`src/rtl/token_shift_chain.sv`:
```
// rtl/token_shift_chain.sv - control-token delay line with per-stage valid and segment length tracking
// Stage 0 valid doubles as the segment-open flag for the input-side counter.
module token_shift_chain #(
  parameter int                TOK_W     = 3,
  parameter int                DEPTH     = 1,
  parameter int                CNT_W     = 8,
  parameter logic [TOK_W-1:0]  TOK_START = TOK_W'(3'b001),
  parameter logic [TOK_W-1:0]  TOK_END   = TOK_W'(3'b010)
) (
  input  logic             clk,
  input  logic             rst,
  input  logic             en,
  input  logic [TOK_W-1:0] t_in,
  output logic [TOK_W-1:0] t_o,
  output logic             valid,
  output logic [CNT_W-1:0] seg_len,
  output logic             seg_done,
  output logic             seg_sat,
  output logic             proto_err
);

  localparam logic [CNT_W-1:0] CNT_MAX = {CNT_W{1'b1}};
  localparam logic [CNT_W-1:0] CNT_ONE = CNT_W'(1);

  logic [TOK_W-1:0] tok_q [DEPTH];
  logic [DEPTH-1:0] val_q;
  logic [CNT_W-1:0] cnt;
  logic             sat;
  logic             is_start;
  logic             is_end;
  logic             seg_open;
  logic             v_next;

  assign is_start = (t_in == TOK_START);
  assign is_end   = (t_in == TOK_END);
  assign seg_open = val_q[0];

  always_comb begin
    v_next = seg_open;
    if (is_start)    v_next = 1'b1;
    else if (is_end) v_next = 1'b0;
  end

  always_ff @(posedge clk or posedge rst) begin
    if (rst) begin
      for (int k = 0; k < DEPTH; k++) tok_q[k] <= '0;
      val_q <= '0;
    end else if (en) begin
      tok_q[0] <= t_in;
      val_q[0] <= v_next;
      for (int k = 1; k < DEPTH; k++) begin
        tok_q[k] <= tok_q[k-1];
        val_q[k] <= val_q[k-1];
      end
    end
  end

  assign t_o   = tok_q[DEPTH-1];
  assign valid = val_q[DEPTH-1];

  // Pulses are cleared every cycle, so a stall also drops them.
  always_ff @(posedge clk or posedge rst) begin
    if (rst) begin
      cnt       <= '0;
      sat       <= 1'b0;
      seg_len   <= '0;
      seg_sat   <= 1'b0;
      seg_done  <= 1'b0;
      proto_err <= 1'b0;
    end else begin
      seg_done  <= 1'b0;
      proto_err <= 1'b0;
      if (en) begin
        if (is_start) begin
          proto_err <= seg_open;
          cnt       <= CNT_ONE;
          sat       <= 1'b0;
        end else if (is_end) begin
          if (seg_open) begin
            seg_len  <= cnt;
            seg_sat  <= sat;
            seg_done <= 1'b1;
            cnt      <= '0;
            sat      <= 1'b0;
          end else begin
            proto_err <= 1'b1;
          end
        end else if (seg_open) begin
          if (cnt == CNT_MAX) sat <= 1'b1;
          else                cnt <= cnt + CNT_ONE;
        end
      end
    end
  end

endmodule
```
`config.mk`:
```
export PLATFORM = sky130hd
export DESIGN_NAME = token_shift_chain
export DESIGN_NICKNAME = d
export VERILOG_FILES = /design/src/rtl/token_shift_chain.sv
export SDC_FILE = /design/constraint.sdc
export NUM_CORES = 1
export LEC_CHECK = 0
export BUFFER_PORTS_ARGS = -buffer_cell sky130_fd_sc_hd__buf_2
export CAP_MARGIN = 30
export CORE_ASPECT_RATIO = 1.4
export CORE_MARGIN = 10
export CORE_UTILIZATION = 50
export DETAILED_ROUTE_END_ITERATION = 6
export PLACE_DENSITY = 0.81
export SYNTH_ARGS = -nofsm -noshare
export SYNTH_HDL_FRONTEND = slang
export SYNTH_SLANG_ARGS = --single-unit
```
`constraint.sdc`:
```
create_clock -name clk -period 2.25 [get_ports clk]
set_input_delay 0.1125 -clock clk [delete_from_list [all_inputs] [get_ports clk]]
set_output_delay 0.1125 -clock clk [all_outputs]
set_load 0.05 [all_outputs]
```
==> results.md <==
* TritonCTS clock tree: done
* Post-route clock period utilization at 0.802
* RSZ-0062 raised after global routing: no
* Worst reg2reg path startpoint: cnt[0]$_DFFE_PP0P_
* CTS root buf: clkbuf_4
* Largest cells by area after synthesis: dfrtp_1 52%, mux2_2 12%, a21oi_1 4.3%, mux2i_1 2.6%, nand3_1 2.6%
* CTS Buffer Depth at 2
* Post-Route WL at 2230 um
* CP Class: register to register
* Cell chain of the critical path: ha_1, nand3_1, a211oi_1, nor4_1, mux2i_1
* Levels on crit path at 5
* GRT overflow at 0
* R2r worst-path depth at 5
* Worst hold start: t_in[1]
* Yosys top cell area share at 0.521
* Power share of the clock group at 0.283
* TritonCTS buffer count at 3
* Net Count, Synth at 111
* Post-Syn Instances at 104
* CTS clk-pin slew, worst paths at 0.12 ns
* Status: complete, no violations
* Final total negative setup slack at 0 ns
* Startpoint types: register
* Number of flops mapped to enable cells by yosys at 0
* Worst path buffer plus inverter count at 0
* Worst EP arrival at 2.01 ns
* Slew @ Worst Pin at 0.875 ns
* Leakage power at 0.652 nW
* ANT cells at 0
* Vias in the first global route at 891
* IO Pins at 21
* Die Width at 60.6 um
* Synth warn at 0
* Final clock skew at 0.00901 ns
* Avg Vias per Cell at 5.97
* Register Area at 601 um^2
* Pint at 0.740 mW
* Fin crit period at 1.80 ns
* Commonest non-fill, non-tap cell in the layout: dfrtp_1
* NetSw at 0.354 mW
* Final setup viols at 0
* Area Growth Syn to Fin at 13.4%
* FFs w/ async S/R, synth at 1.00
* Number of fill cells at 193
* Synth cell types at 30
* Global Route Usage Sum at 0.103
* Initial core utilization at 0.530
* Rows at 20
* H-tree levels at 1
* FF+latch count, synth at 24
* Max Cap Viol at 0
* Post-route DRC at 0
* Pwr dens at 836 nW/um^2
* Sequential area share after synthesis at 0.521
* Headroom to the max-slew limit at 0.416
* Placed inst area at 1250 um^2
* Die height at 76.8 um
* Seq pwr share at 0.503
* Core Area at 2180 um^2
* HPWL Detailed at 1720 um
* Initial antenna violation count at 0
* Area of the multi-input gates at 507 um^2
* Largest area contributor in the netlist: dfrtp_1
* First-pass GRT wire length at 3870 um
* RR Endpoint: cnt[7]$_DFFE_PP0P_
* Final hold viol count at 0
* Critical path's top delay family: compound AO/OA/AOI/OAI gates
* Worst skew pair latency at 0.32 ns
* IR Drop Worst-Case VDD at 493 uV
* Switching Share at 0.323
* WL/cell at 15.2 um
* Worst hold path class: primary input to register
* Final Wtd Congestion at 0.891
* Hold Slack at 0.0628 ns
* Die area at 4660 um^2
* Nets at 133
* Total chip power at 1.09 mW
* Port Buffer Count at 20
* Cell area after layout at 1310 um^2
* Routed Antenna Nets at 0
* Worst EP required at 2.45 ns
* Worst stage delay on the critical path at 0.50 ns
* Crit Path Max Fanout at 7
* Combinational share of power at 0.215
* Slowest cell on crit path: a211oi_1
* Pin count of the biggest net entering global routing at 25
* CP startpoint: cnt[0]$_DFFE_PP0P_
* Commonest non-fill, non-tap cells in the layout: 24 x dfrtp_1, 20 x buf_2, 12 x mux2_2
* DRT iter0 DRCs at 14
* Main flop type after synthesis: dfrtp_1
* R2r setup slk at 0.45 ns
* CP endpoint kind: register
* CTS Sinks at 24
* Fmax at 0.554 GHz
* Fin. max-slew vios at 0
* DRT Pass-1 Iters at 4
* Mapped Area at 1150 um^2
* Worst setup path endpoint: cnt[7]$_DFFE_PP0P_
* Share of cells above drive strength 1 at 0.304
* Mean Syn Cell Area at 11.1 um^2
* Via count at 877
-- cells in the mapped netlist (all sizes together) (2+ instances only) --
cell    number
a21oi       11
buf          4
dfrtp       24
inv          3
mux2        12
mux2i        3
nand2        8
nand2b       3
nand3        6
nand4        2
nor2         7
nor2b        2
nor4         2
o21ai        3
o31ai        2
-- worst min-delay path by stage --
stage                               endpoint  slack, ns  cells after the start
after global routing       valid$_DFFE_PP0P_       0.07                      2
after detailed placement  seg_done$_DFF_PP0_       0.34                      2
final                      valid$_DFFE_PP0P_       0.06                      2
after floorplan           cnt[0]$_DFFE_PP0P_       0.13                      1
after CTS                  valid$_DFFE_PP0P_       0.05                      2
after global placement    seg_done$_DFF_PP0_       0.33                      2
-- kinds of logic after synthesis --
kind of cell,share of synthesized area
adders and majority gates,0.0108
buffers and inverters,0.0401
DFF,0.521
xor gates and xnor gates,0.00759
AOI/OAI and AO/OA,0.114
muxes,0.143
and+or+nand+nor,0.164
-- cell type report --
class                           instances  area share
Clock buffer                            3      0.0172
Multi-Input combinational cell         73       0.387
Clock inverter                          1      0.0229
Timing Repair Buffer                   21      0.0841
Sequential cell                        24       0.459
Tap cell                               22      0.0210
Inverter                                3     0.00860
-- power by group through the flow --
stage	Sequential, mW	Clock [mW]	Combinational, mW
3_5_place_dp	0.558	0	0.236
2_1_floorplan	0.618	0	0.113
3_3_place_gp	0.551	0	0.230
4_1_cts	0.549	0.317	0.238
6_report	0.550	0.309	0.235
5_1_grt	0.558	0.329	0.259
-- worst register-to-register path: stages (launching register included) --
cell and delay, ns:
dfrtp_1 0.49, ha_1 0.26, nand3_1 0.17, a211oi_1 0.50, nor4_1 0.13, mux2i_1 0.14
-- metal layers --
| metal | share of wire | global-route usage |
|---|---|---|
| met1 | 0.38 | 0.113 |
| met2 | 0.52 | 0.167 |
| met3 | 0.059 | 0.0264 |
| met4 | 0.034 | 0.0617 |
| met5 | 0 | 0 |
-- timing repair --
| item | CTS | global route |
|---|---|---|
| endpoints found under the setup margin | 0 | 0 |
| hold buffers | 1 | 0 |
| gates resized for setup | 0 | 0 |
| setup buffers | 0 | 0 |
| hold endpoints to repair | 24 | 0 |
-- sequential cells by signal (all words and copies together), names as in the netlist --
register,cells
cnt,8
proto_err,1
sat,1
seg_done,1
seg_len,8
seg_sat,1
t_o,3
valid,1
-- through the flow --
step,worst slack (ns),utilization,instances
CTS,0.455,0.601,147
global placement,0.621,0.572,142
finish,0.446,0.601,147
floorplan,0.551,-,104
global route,0.270,0.601,147
detailed placement,0.465,0.572,142
No activity file was read; power rests on OpenSTA's default activity.
